$ cat config.mk
export PLATFORM = sky130hd
export DESIGN_NAME = fetch_queue
export DESIGN_NICKNAME = d
export VERILOG_FILES = /design/src/rtl/fetch_queue_pkg.sv /design/src/rtl/fq_storage.sv /design/src/rtl/fetch_queue.sv
export SDC_FILE = /design/constraint.sdc
export NUM_CORES = 1
export LEC_CHECK = 0
export CORE_MARGIN = 3
export CORE_UTILIZATION = 50
export DETAILED_ROUTE_END_ITERATION = 10
export MAX_ROUTING_LAYER = met4
export PLACE_DENSITY = 0.8
export REMOVE_ABC_BUFFERS = 1
export SETUP_SLACK_MARGIN = 0.3
export SYNTH_ARGS = -nofsm -noshare
export SYNTH_HDL_FRONTEND = slang
export SYNTH_SLANG_ARGS = --single-unit
$ cat constraint.sdc
create_clock -name clock -period 5.5 [get_ports clock]
set_input_delay 1.1 -clock clock [delete_from_list [all_inputs] [get_ports clock]]
set_output_delay 1.1 -clock clock [all_outputs]
set_load 0.03 [all_outputs]
$ cat src/rtl/fetch_queue_pkg.sv
// Shared fetch/decode pipeline definitions.
//   INSTR_W, PC_W  : instruction word width and word-address (PC+1) width
//   fetch_bundle_t : packed {instr, pc4} pair handed from fetch to decode;
//                    also used by the decode-stage input latch
package fetch_queue_pkg;

    localparam int unsigned INSTR_W = 32;
    localparam int unsigned PC_W    = 30;

    typedef struct packed {
        logic [INSTR_W-1:0] instr;
        logic [PC_W-1:0]    pc4;
    } fetch_bundle_t;

endpackage

$ cat src/rtl/fq_storage.sv
// Register array backing the fetch queue.
//   clock, reset : rising-edge clock, async active-high reset (clears array)
//   wr_en        : write wr_data into entry wr_addr on the rising edge
//   wr_addr      : write index
//   wr_data      : write payload
//   rd_addr      : read index (asynchronous read)
//   rd_data      : contents of entry rd_addr
module fq_storage #(
    parameter  int unsigned DEPTH = 2,
    parameter  int unsigned WIDTH = 62,
    localparam int unsigned PTR_W = $clog2(DEPTH)
) (
    input  logic             clock,
    input  logic             reset,
    input  logic             wr_en,
    input  logic [PTR_W-1:0] wr_addr,
    input  logic [WIDTH-1:0] wr_data,
    input  logic [PTR_W-1:0] rd_addr,
    output logic [WIDTH-1:0] rd_data
);

    logic [WIDTH-1:0] mem [DEPTH];

    always_ff @(posedge clock or posedge reset) begin
        if (reset) begin
            for (int unsigned i = 0; i < DEPTH; i++) begin
                mem[i] <= '0;
            end
        end else if (wr_en) begin
            mem[wr_addr] <= wr_data;
        end
    end

    assign rd_data = mem[rd_addr];

endmodule

$ cat src/rtl/fetch_queue.sv
// Decoupling FIFO between instruction fetch and decode.
// Holds {instr, PC+1} pairs; a redirect (flush) discards every entry.
//   clock, reset : rising-edge clock, async active-high reset
//   flush        : drop all entries and any concurrent push/pop
//   in_valid     : fetch presents in_instr/in_pc4
//   in_ready     : queue not full
//   in_instr     : fetched instruction
//   in_pc4       : word address of fetched instruction + 1
//   out_valid    : queue not empty; head presented on out_*
//   out_ready    : decode consumes the head this cycle
//   out_instr    : head instruction
//   out_pc4      : head PC+1
//   count        : occupancy, 0..DEPTH
module fetch_queue
    import fetch_queue_pkg::*;
#(
    parameter  int unsigned DATA_W = INSTR_W,
    parameter  int unsigned ADDR_W = PC_W,
    parameter  int unsigned DEPTH  = 2,
    localparam int unsigned PTR_W  = $clog2(DEPTH)
) (
    input  logic              clock,
    input  logic              reset,
    input  logic              flush,
    input  logic              in_valid,
    output logic              in_ready,
    input  logic [DATA_W-1:0] in_instr,
    input  logic [ADDR_W-1:0] in_pc4,
    output logic              out_valid,
    input  logic              out_ready,
    output logic [DATA_W-1:0] out_instr,
    output logic [ADDR_W-1:0] out_pc4,
    output logic [PTR_W:0]    count
);

    localparam int unsigned  ENTRY_W    = DATA_W + ADDR_W;
    localparam logic [PTR_W:0] FULL_COUNT = (PTR_W + 1)'(DEPTH);

    logic [PTR_W-1:0]   head;
    logic [PTR_W-1:0]   tail;
    logic               push;
    logic               pop;
    logic [ENTRY_W-1:0] rd_data;

    // Flags depend on the count register only, so out_ready never reaches
    // in_ready combinationally; a full queue refuses a word even when a pop
    // happens in the same cycle.
    assign in_ready  = (count != FULL_COUNT);
    assign out_valid = (count != '0);

    assign push = in_valid  & in_ready  & ~flush;
    assign pop  = out_valid & out_ready & ~flush;

    // DEPTH is a power of two, so natural pointer overflow is the wrap.
    always_ff @(posedge clock or posedge reset) begin
        if (reset) begin
            head  <= '0;
            tail  <= '0;
            count <= '0;
        end else if (flush) begin
            head  <= '0;
            tail  <= '0;
            count <= '0;
        end else begin
            if (push) tail <= tail + 1'b1;
            if (pop)  head <= head + 1'b1;
            case ({push, pop})
                2'b10:   count <= count + 1'b1;
                2'b01:   count <= count - 1'b1;
                default: count <= count;
            endcase
        end
    end

    fq_storage #(
        .DEPTH (DEPTH),
        .WIDTH (ENTRY_W)
    ) u_storage (
        .clock   (clock),
        .reset   (reset),
        .wr_en   (push),
        .wr_addr (tail),
        .wr_data ({in_instr, in_pc4}),
        .rd_addr (head),
        .rd_data (rd_data)
    );

    assign out_instr = rd_data[ENTRY_W-1:ADDR_W];
    assign out_pc4   = rd_data[ADDR_W-1:0];

    a_count_bound: assert property (@(posedge clock) disable iff (reset)
        count <= FULL_COUNT);

    a_no_pop_empty: assert property (@(posedge clock) disable iff (reset)
        pop |-> (count != '0));

endmodule

* Word-level counts from Yosys, hierarchy flattened
Index checks and enable logic that the tools add are counted.
Storage, ports and cells: register bits after elaboration 128, input bits 67, output and inout port bits 66
Cells by class: $add $sub $neg 4, order comparisons 3, equality and inequality tests 3, mux-type cells 12, bitwise gates (word level) 7, reduce and logical (&&, ||, !) cells 5
Operator list (count):
- 62-bit 2-to-1 mux | 4
- 124-bit bitwise mux | 1
- 62-bit demux with 1-bit select | 1
- 2-bit nonzero test | 3
- 1-bit bitwise AND | 4
- 2-bit greater-or-equal comparator, second input constant | 2
- 1-bit 2-to-1 mux | 4
- 1-bit inverter with 2-bit output | 2
- 2-bit case mux with 2 select lines | 1
- 3-bit nonzero test | 1
- 1-bit adder, second input constant | 2
- 2-bit by 1-bit adder with 2-bit output, second input constant | 1
- 2-bit by 1-bit equality test with 1-bit output, second input constant | 1
- 2-bit equality test, second input constant | 1
- 2-bit by 1-bit < comparator with 1-bit output, second input constant | 1
- 2-bit 2-to-1 mux | 1
- 2-bit != test, second input constant | 1
- 2-bit by 1-bit subtractor with 2-bit output, second input constant | 1
- 1-bit logical AND | 1
- 1-bit inverter | 1

* Depth between registers and ports, before layout
Gate-level depths: netlist of the first run.
depth in word-level cells 6, mapped depth 5, depth with buffers taken out 4

* By module
A second synthesis of the first run with hierarchy kept.
Unflattened totals: cells, all modules 358, area, all modules 5667.9 µm²
Modules (own cells, without submodules):
- fq_storage | times used 1, cells each 333, area each 5436.5 µm²
- fetch_queue | times used 1, cells each 25, area each 231.5 µm²

* Worst setup path before layout of the first run
No wires, ideal clock.
kind register -> output, from register head, to output out_instr[0], data arrival time 1.382 ns, slack 3.018 ns, stages on the path, launching flop included 4, buffers on the path 2, path through dfrtp_1 > clkbuf_1 > clkbuf_1 > mux2_2
Between the ends: longest elaborated chain between the ends 4
RTL lines:
- start: declaration | RTL line fetch_queue.sv:39 | logic [PTR_W-1:0] head;
- start signal: assignment | RTL line fetch_queue.sv:66 | if (pop) head <= head + 1'b1;
- 1-bit inverter with 2-bit output (not written as such) | RTL line fq_storage.sv:34 | assign rd_data = mem[rd_addr];
- 62-bit 2-to-1 mux (not written as such) (3 in a row) | RTL line fq_storage.sv:34
- end: declaration | RTL line fetch_queue.sv:31 | output logic [DATA_W-1:0] out_instr,
Every way passes these cells. The select of a mux whose other input is x is not followed.

* Worst setup path after layout of the first run
from register head, to output out_pc4[26]
Between the ends: longest elaborated chain between the ends 4
RTL lines:
- 1-bit inverter with 2-bit output (not written as such) | RTL line fq_storage.sv:34
- 62-bit 2-to-1 mux (not written as such) (3 in a row) | RTL line fq_storage.sv:34
- end: declaration | RTL line fetch_queue.sv:32 | output logic [ADDR_W-1:0] out_pc4,
Every way passes these cells. The select of a mux whose other input is x is not followed.

==> flow_summary.yaml, run 1 <==
power:
  p_leak_nw: 3.137
  power.total_w: 0.003307
  peakVddDrop_uv: 226.1
  power_density_mw_per_mm2: 437.5
setup_path:
  r2r_slack_ns: 3.11
  crit_required_ns: 4.40
  reg2reg_from: "count[0]"
  path_delay_family: "buffers and inverters"
  r2r-end: "u_storage.mem[61]"
  r2r_cells: 5
  slowest_delay_ns: 0.97
  start_kind: "flop"
  path_buf_inv: 2
  crit_slowest_cell: "dfrtp_2"
  critical_path.endpoint_type: "output port"
  path_max_fanout: 37
  crit_type: "flop to output port"
  cp_cell_sequence: "buf_4, mux2_2, clkdlybuf4s50_1"
  crit_arrival_ns: 2.98
sta:
  final.min_clock_period_ns: 4.077
  final.setup_skew_ns: 0.008081
  timing.fmax_mhz: 245.3
  whs_ns: 0.4843
  hold_viol_final: 0
  max_slew.worst_pin.slew_ns: 0.9499
  slew_headroom_pct: 36.67
  maxSlewViolCount: 0
  finalSetupViolations: 0
  rsz0062_at_grt: "no"
  fin_crit_sh_pct: 74.13
  layout_setup_ws_ns: 1.423
  timing.setup.tns_ns: 0
clocking:
  clk_latency_ns: 0.50
  htreeDepth: 4
  postCtsSetupBuffers: 0
  clk_pin_slew_worst_paths_ns: 0.06
  cts_hold_buf: 0
  ctsResizeCount: 0
  cts-root-buf: "clkbuf_8"
  clockBufferDepth: 2
  cts.sinks: 128
  cts_made_buffers: 17
  cts_tree: "yes"
final_layout:
  ff_latch_area_sq_mm: 0.003204
  area_growth_pct: 35.49
  fill_cells: 776
  multiInputGateArea_sq_mm: 0.002248
  fin_area_sq_mm: 0.007557
  insertedDiodeCount: 0
  fin_nets: 560
  drive_above_1_share_pct: 43.87
hold_path:
  min-delay-start: "u_storage.mem[68]"
  hold_class: "flop to flop"
  hold_depth: 1
  hold_end: "u_storage.mem[68]"
detailed_routing:
  vias: 3371
  drt_first_pass_iters: 4
  detail_route.vias_per_cell: 5.251
  wl_per_cell_microns: 18.06
  ant_nets: 0
  drt-initial-drc-count: 67
  totalWireLength_mm: 11.60
  post-route-drc-count: 0
place:
  port_buffers: 132
  dpl_cell_area_sq_mm: 0.007003
  gp_congestion: 0.7234
  dp_slack_ns: 1.938
  hpwl_mm: 7.616
floorplanning:
  fp.dieArea_sq_mm: 0.01246
  die_h_microns: 111.6
  rows: 37
  die_width_microns: 111.6
  start_util_pct: 52.61
  num_io_pins: 133
  core_area_sq_mm: 0.01060
grt:
  gr-usage-all-layers_pct: 19.98
  grt_max_degree: 80
  antenna_found_initial: 0
  grt-ovfl-total: 0
  grt_pass1_wl_mm: 19.44
  grt_pass1_vias: 3990
synthesis:
  syn_area_sq_mm: 0.005578
  yosysWarnings: 0
  avgSynthCellArea_sq_um: 15.71
  ys_ff_latch: 128
  syn_inst: 355
  ys_seq_area_share_pct: 57.42
  synth.distinct_cells: 22
run_status:
  outcome: "finished, final reports clean"
flow_run:
  maxCapViolCount: 0
## flip-flops by register name (all words and copies together), names as in the netlist
name / flops
tail: 1
head: 1
count: 2
u_storage.mem: 124
## stage by stage
step | instances | util [%]
floorplan | 336 | -
global placement | 610 | 66.06
detailed placement | 610 | 66.06
CTS | 642 | 71.29
global route | 642 | 71.29
finish | 642 | 71.29
## routing by layer
layer | vias to the layer above | track usage, % | part of all wire, %
met3 | 6 | 5.054 | 4.9
met1 | 1726 | 23.52 | 43
met2 | 92 | 34.33 | 52
met5 | - | - | 0
met4 | 0 | 5.109 | 0.55
li1 | 1547 | - | -
## synthesized netlist by cell type, drive strengths merged
cell	instances	area, sq um
nor4	1	21.27
nand4b	1	15.01
or3	1	6.260
mux2	186	2095
o211ai	1	7.510
mux2i	1	10.01
and2b	1	7.510
a21o	1	7.510
a21oi	4	20.02
nand3b	1	7.510
o21ai	2	10.01
inv	3	11.26
nor3b	1	7.510
dfrtp	128	3203
nor2	1	3.750
clkbuf	6	22.52
xor2	1	8.760
or2	2	12.51
buf	13	101.3
## worst max-delay path by stage
stage / startpoint / end / slack, ns / cells after the start
2_1_floorplan: reset / count[0] / 0.99 / 1
3_3_place_gp: head / out_pc4[26] / 1.94 / 3
3_5_place_dp: head / out_instr[8] / 1.94 / 3
4_1_cts: head / out_pc4[26] / 1.37 / 3
5_1_grt: head / out_instr[24] / 1.28 / 3
6_report: head / out_pc4[26] / 1.42 / 3
## power by group
group,switching (W),internal [W]
Combinational,0.000449,0.000514
Clock,0.000397,0.000652
Sequential,0.000122,0.00117
## placed cells by master, fill, tap and decap left out
cell | Yosys | layout
mux2i_1 | 1 | 1
nand3b_1 | 1 | 1
clkinvlp_4 | 0 | 4
nor2_1 | 1 | 1
or2_2 | 2 | 2
dfrtp_1 | 128 | 127
buf_4 | 0 | 6
inv_4 | 0 | 1
and2b_1 | 1 | 1
or3_1 | 1 | 1
inv_1 | 3 | 2
a21oi_1 | 4 | 4
clkinv_2 | 0 | 5
clkbuf_8 | 0 | 2
mux2_2 | 181 | 181
o211ai_1 | 1 | 1
mux2_1 | 5 | 5
clkbuf_1 | 6 | 3
xor2_1 | 1 | 1
nor4_4 | 1 | 1
clkbuf_16 | 0 | 16
nor3b_1 | 1 | 1
clkdlybuf4s50_1 | 0 | 132
dfrtp_2 | 0 | 1
a21o_1 | 1 | 1
bufinv_16 | 0 | 2
o21ai_0 | 2 | 2
nand4b_4 | 0 | 1
## final cells by class
| type | count | area share [%] |
|---|---|---|
| clock buffer | 21 | 5.811 |
| clock inverter | 11 | 1.523 |
| inverter | 3 | 0.1821 |
| multi-input combinational | 205 | 29.75 |
| sequential | 128 | 42.40 |
| tap | 136 | 2.252 |
| timing repair buffer | 138 | 18.08 |
## kinds of logic after synthesis
kind of cell,count (synthesis),share of synthesized area [%]
muxes,187,37.73
DFF,128,57.42
buffers and inverters,22,2.422
and+or+nand+nor,9,1.458
AOI/OAI and AO/OA,8,0.8077
xor gates and xnor gates,1,0.1570
Note: power is estimated with default switching activity, not from simulation.
==> run 2, diff against run 1 <==
- clock period: 5.5 -> 3.9 ns (I/O delays scaled with it)
==> run 2 against run 1 <==
Total power rose by 40%. Non-clock buffer count grew 2. Count of clock-buffer cells in the layout grew 1.
==> flow_summary.yaml, run 2 (same netlist as run 1, synthesis figures left out) <==
run_status:
  outcome: "finished, final reports clean"
detailed_routing:
  met1Wirelength_mm: 4.810
  drt-initial-drc-count: 94
  post-route-drc-count: 0
  met3_length_microns: 573
  vias: 3421
  wl_per_cell_microns: 18.01
  met2_length_mm: 6.024
  detail_route.vias_per_cell: 5.312
  totalWireLength_mm: 11.60
  maxUsedRoutingLayer: "met4"
  ant_nets: 0
  drt_first_pass_iters: 4
clocking:
  cts-root-buf: "clkbuf_8"
  clk_latency_ns: 0.50
  clockBufferDepth: 2
  cts_hold_buf: 0
  cts.sinks: 128
  ctsResizeCount: 0
  cts_made_buffers: 17
  htreeDepth: 4
  clk_pin_slew_worst_paths_ns: 0.06
  cts_tree: "yes"
  postCtsSetupBuffers: 0
hold_path:
  min-delay-start: "u_storage.mem[70]"
  hold_depth: 1
  hold_class: "flop to flop"
  hold_end: "u_storage.mem[70]"
place:
  gp_congestion: 0.7863
  port_buffers: 132
  hpwl_mm: 7.698
  post-place-cells: 612
grt:
  grt_pass1_vias: 3977
  grt_max_degree: 56
  grt-ovfl-total: 0
  grt_pass1_wl_mm: 19.69
  antenna_found_initial: 0
  gr-usage-all-layers_pct: 20.52
final_layout:
  regMostFlops: "u_storage.mem"
  largest_reg_flops: 124
  layout_commonest_cell: "mux2_2"
  area_growth_pct: 35.89
  drive_above_1_share_pct: 44.29
  instances_no_fill: 644
  insertedDiodeCount: 0
  fin_nets: 562
  final_cell_mix: "mux2_2 (181), clkdlybuf4s50_1 (132), dfrtp_1 (127), clkbuf_16 (16), buf_4 (7)"
  fill_cells: 752
  reg_top3: "u_storage.mem (124), count (2)"
setup_path:
  r2r-end: "u_storage.mem[23]"
  crit_type: "flop to output port"
  r2r_cells: 5
  path_delay_family: "buffers and inverters"
  crit_arrival_ns: 2.34
  critical_path.endpoint_type: "output port"
  r2r_slack_ns: 1.73
  path_buf_inv: 2
  reg2reg_from: "count[0]"
  slowest_delay_ns: 0.62
  cp_cell_sequence: "buf_4, mux2_2, clkdlybuf4s50_1"
  path_max_fanout: 38
  start_kind: "flop"
  crit_slowest_cell: "clkdlybuf4s50_1"
  crit_required_ns: 3.12
power:
  peakVddDrop_uv: 366.3
  p_leak_nw: 3.154
  power_density_mw_per_mm2: 609.7
floorplanning:
  core_area_sq_mm: 0.01060
  start_util_pct: 52.61
  rows: 37
  num_io_pins: 133
  die_h_microns: 111.6
  die_width_microns: 111.6
  fp.dieArea_sq_mm: 0.01246
sta:
  final.setup_skew_ns: 0.004498
  timing.fmax_mhz: 320.5
  fin_crit_sh_pct: 80.00
  slew_headroom_pct: 59.95
  rsz0062_at_grt: "no"
  hold_viol_final: 0
  final.min_clock_period_ns: 3.120
  finalSetupViolations: 0
  maxSlewViolCount: 0
  max_slew.worst_pin.slew_ns: 0.6007
  timing.setup.tns_ns: 0
flow_run:
  maxCapViolCount: 0
==> run 2: worst max-delay path by stage <==
stage	endpoint	cells after the start	start	slack [ns]
2_1_floorplan	count[0]	1	reset	-0.29
3_3_place_gp	u_storage.mem[122]	5	in_valid	1.10
3_5_place_dp	u_storage.mem[77]	5	in_valid	1.05
4_1_cts	out_instr[18]	3	head	0.74
5_1_grt	out_instr[18]	3	head	0.67
6_report	out_instr[18]	3	head	0.78
==> run 2: area by class of cell <==
| class | instances | area (sq um) | area share [%] |
|---|---|---|---|
| flip-flops and latches | 128 | 3204 | 42.27 |
| multi-input cells | 205 | 2248 | 29.66 |
| repair buffers | 140 | 1394 | 18.39 |
| clock buffers | 22 | 462.9 | 6.108 |
| well taps | 136 | 170.2 | 2.245 |
| clock inverters | 10 | 86.33 | 1.139 |
| inverters | 3 | 13.76 | 0.1816 |
==> run 2: per-layer routing <==
metal | track usage [%] | up-vias
met2 | 34.37 | 95
met3 | 4.891 | 20
met1 | 24.24 | 1741
met5 | - | -
li1 | - | 1565
met4 | 7.380 | 0
==> run 2: where the power goes <==
part | total, W | switching (W) | internal [W]
combinational | 0.00137 | 0.000647 | 0.000728
clock | 0.00144 | 0.000550 | 0.000889
sequential | 0.00181 | 0.000154 | 0.00165
==> run 2: per-stage QoR <==
step                      worst slack (ns)  total power [W]  utilization (%)  hold WS (ns)  area (sq um)
after global routing                0.6665         0.004852            71.50        0.5086          7580
after CTS                           0.7383         0.004672            71.50        0.4902          7580
after floorplan                    -0.2926         0.002693                -        0.4541          5454
after detailed placement             1.048         0.003206            66.32        0.4770          7030
final                               0.7801         0.004622            71.50        0.4872          7580
after global placement               1.100         0.003156            66.32        0.4638          7030
==> run 3, diff against run 2 <==
- clock period: 3.9 -> 3.05 ns (I/O delays scaled with it)
==> run 3 against run 2 <==
Register-to-register slack got worse by 0.74 ns. Clock skew barely moved. Worst setup slack worse by 0.23 ns. Final cell count shrank 0.31%.
==> flow_summary.yaml, run 3 (same netlist as run 1, synthesis figures left out) <==
setup_path:
  r2r_cells: 5
  start_kind: "flop"
  crit_required_ns: 2.44
  crit_arrival_ns: 1.89
  cp_cell_sequence: "buf_8, mux2_2, dlygate4sd2_1"
  path_delay_family: "buffers and inverters"
  crit_slowest_cell: "dfrtp_2"
  cp.depth: 3
  path_buf_inv: 2
  slowest_delay_ns: 0.40
  crit_type: "flop to output port"
  path_max_fanout: 28
  critical_path.endpoint_type: "output port"
sta:
  timing.fmax_mhz: 399.3
  hold_viol_final: 0
  final.setup_skew_ns: 0.004851
  finalSetupViolations: 0
  fin_crit_sh_pct: 82.12
  max_slew.worst_pin.slew_ns: 0.6448
  slew_headroom_pct: 57.02
  maxSlewViolCount: 0
  final.min_clock_period_ns: 2.505
  rsz0062_at_grt: "no"
  timing.setup.tns_ns: 0
final_layout:
  area_growth_pct: 38.63
  regMostFlops: "u_storage.mem"
  fin_nets: 562
  fin_area_sq_mm: 0.007732
  ff_latch_area_sq_mm: 0.003204
  multiInputGateArea_sq_mm: 0.002248
  drive_above_1_share_pct: 43.87
  largest_reg_flops: 124
  insertedDiodeCount: 0
  final_cell_mix: "mux2_2 (181), dfrtp_1 (127), clkdlybuf4s50_1 (69), dlymetal6s2s_1 (40), dlygate4sd2_1 (23)"
  reg_top3: "u_storage.mem (124), count (2)"
  layout_commonest_cell: "mux2_2"
  fill_cells: 717
run_status:
  outcome: "finished, final reports clean"
clocking:
  htreeDepth: 4
  clk_pin_slew_worst_paths_ns: 0.06
  postCtsSetupBuffers: 0
  clk_latency_ns: 0.49
  cts.sinks: 128
  cts_made_buffers: 17
  cts-root-buf: "clkbuf_8"
  cts_tree: "yes"
  clockBufferDepth: 2
floorplanning:
  num_io_pins: 133
  die_h_microns: 111.6
  fp.dieArea_sq_mm: 0.01246
  die_width_microns: 111.6
  start_util_pct: 52.61
  core_area_sq_mm: 0.01060
  rows: 37
flow_run:
  maxCapViolCount: 0
hold_path:
  hold_depth: 1
  hold_class: "flop to flop"
detailed_routing:
  detail_route.vias_per_cell: 5.260
  drt-initial-drc-count: 125
  drt_first_pass_iters: 4
  ant_nets: 0
  totalWireLength_mm: 11.45
  wl_per_cell_microns: 17.83
  vias: 3377
  post-route-drc-count: 0
power:
  power_density_mw_per_mm2: 772.5
  p_int_w: 0.004295
  power.switching_w: 0.001679
  seqPwrFrac_pct: 38.8
  power_frac_comb_pct: 28.1
  p_leak_nw: 3.624
  swShare_pct: 28.11
  peakVddDrop_uv: 533.7
  pwr-share-clk_pct: 33.1
place:
  gp_congestion: 0.7152
  port_buffers: 132
  dpl_cell_area_sq_mm: 0.007056
  hpwl_mm: 7.611
grt:
  antenna_found_initial: 0
  top_usage_layer: "met2"
  grt_max_degree: 55
  grt-ovfl-total: 0
  grt_pass1_vias: 3729
  use_met3_pct: 5.707
  grtUsageMet2_pct: 32.53
  gr-usage-all-layers_pct: 19.53
  grt_use_met1_pct: 23.26
  grt_pass1_wl_mm: 18.82
[run 3: changes by cell type in the layout (fill, tap and decap cells not counted), sizes merged]
cell,before,now
dlygate4sd2,0,23
clkbuf,22,24
dlymetal6s2s,0,40
bufinv,1,3
clkinvlp,3,0
clkdlybuf4s50,132,69
clkinv,6,3
[run 3: power groups by stage]
stage | combinational, W | clock, W | sequential, W
3_5_place_dp | 0.00177 | 0 | 0.00234
4_1_cts | 0.00173 | 0.00202 | 0.00231
2_1_floorplan | 0.00115 | 0 | 0.00229
6_report | 0.00168 | 0.00198 | 0.00232
5_1_grt | 0.00179 | 0.00210 | 0.00237
3_3_place_gp | 0.00174 | 0 | 0.00230
[run 3: timing repair]
| item | 4_1_cts | 5_1_grt |
|---|---|---|
| pin swaps | 0 | 0 |
| hold buffers | 0 | 0 |
| resized for setup | 26 | 42 |
| endpoints found under the setup margin | 62 | 40 |
[run 3: worst paths after layout]
kind / startpoint / to / slack (ns)
max: head / out_instr[24] / 0.55
min: u_storage.mem[70] / u_storage.mem[70] / 0.48
max reg2reg: count[0] / u_storage.mem[6] / 0.99
min reg2reg: u_storage.mem[70] / u_storage.mem[70] / 0.48
max in group asynchronous: reset / u_storage.mem[17] / 1.73
min in group asynchronous: reset / u_storage.mem[119] / 0.56
[run 3: per-layer routing]
layer	up-vias	wire, microns
met5	-	0
li1	1562	-
met2	95	5906
met1	1709	4792
met4	0	88
met3	11	663
[run 3: layout make-up]
class / instances / share of cell area (%)
timing repair buffer: 140 / 19.53
clock buffer: 24 / 6.214
tap: 136 / 2.201
clock inverter: 6 / 1.359
inverter: 3 / 0.1780
multi-input combinational: 205 / 29.08
sequential: 128 / 41.44
[run 3: stage by stage]
step	worst slack [ns]	hold slack (ns)	cells	util, %	power (W)
floorplan	-0.9726	0.4541	336	-	0.003443
global placement	0.4825	0.4631	612	66.55	0.004035
detailed placement	0.4375	0.4750	612	66.55	0.004108
CTS	0.2620	0.4877	642	71.91	0.006060
global route	0.4760	0.5015	642	72.94	0.006262
finish	0.5453	0.4823	642	72.94	0.005974
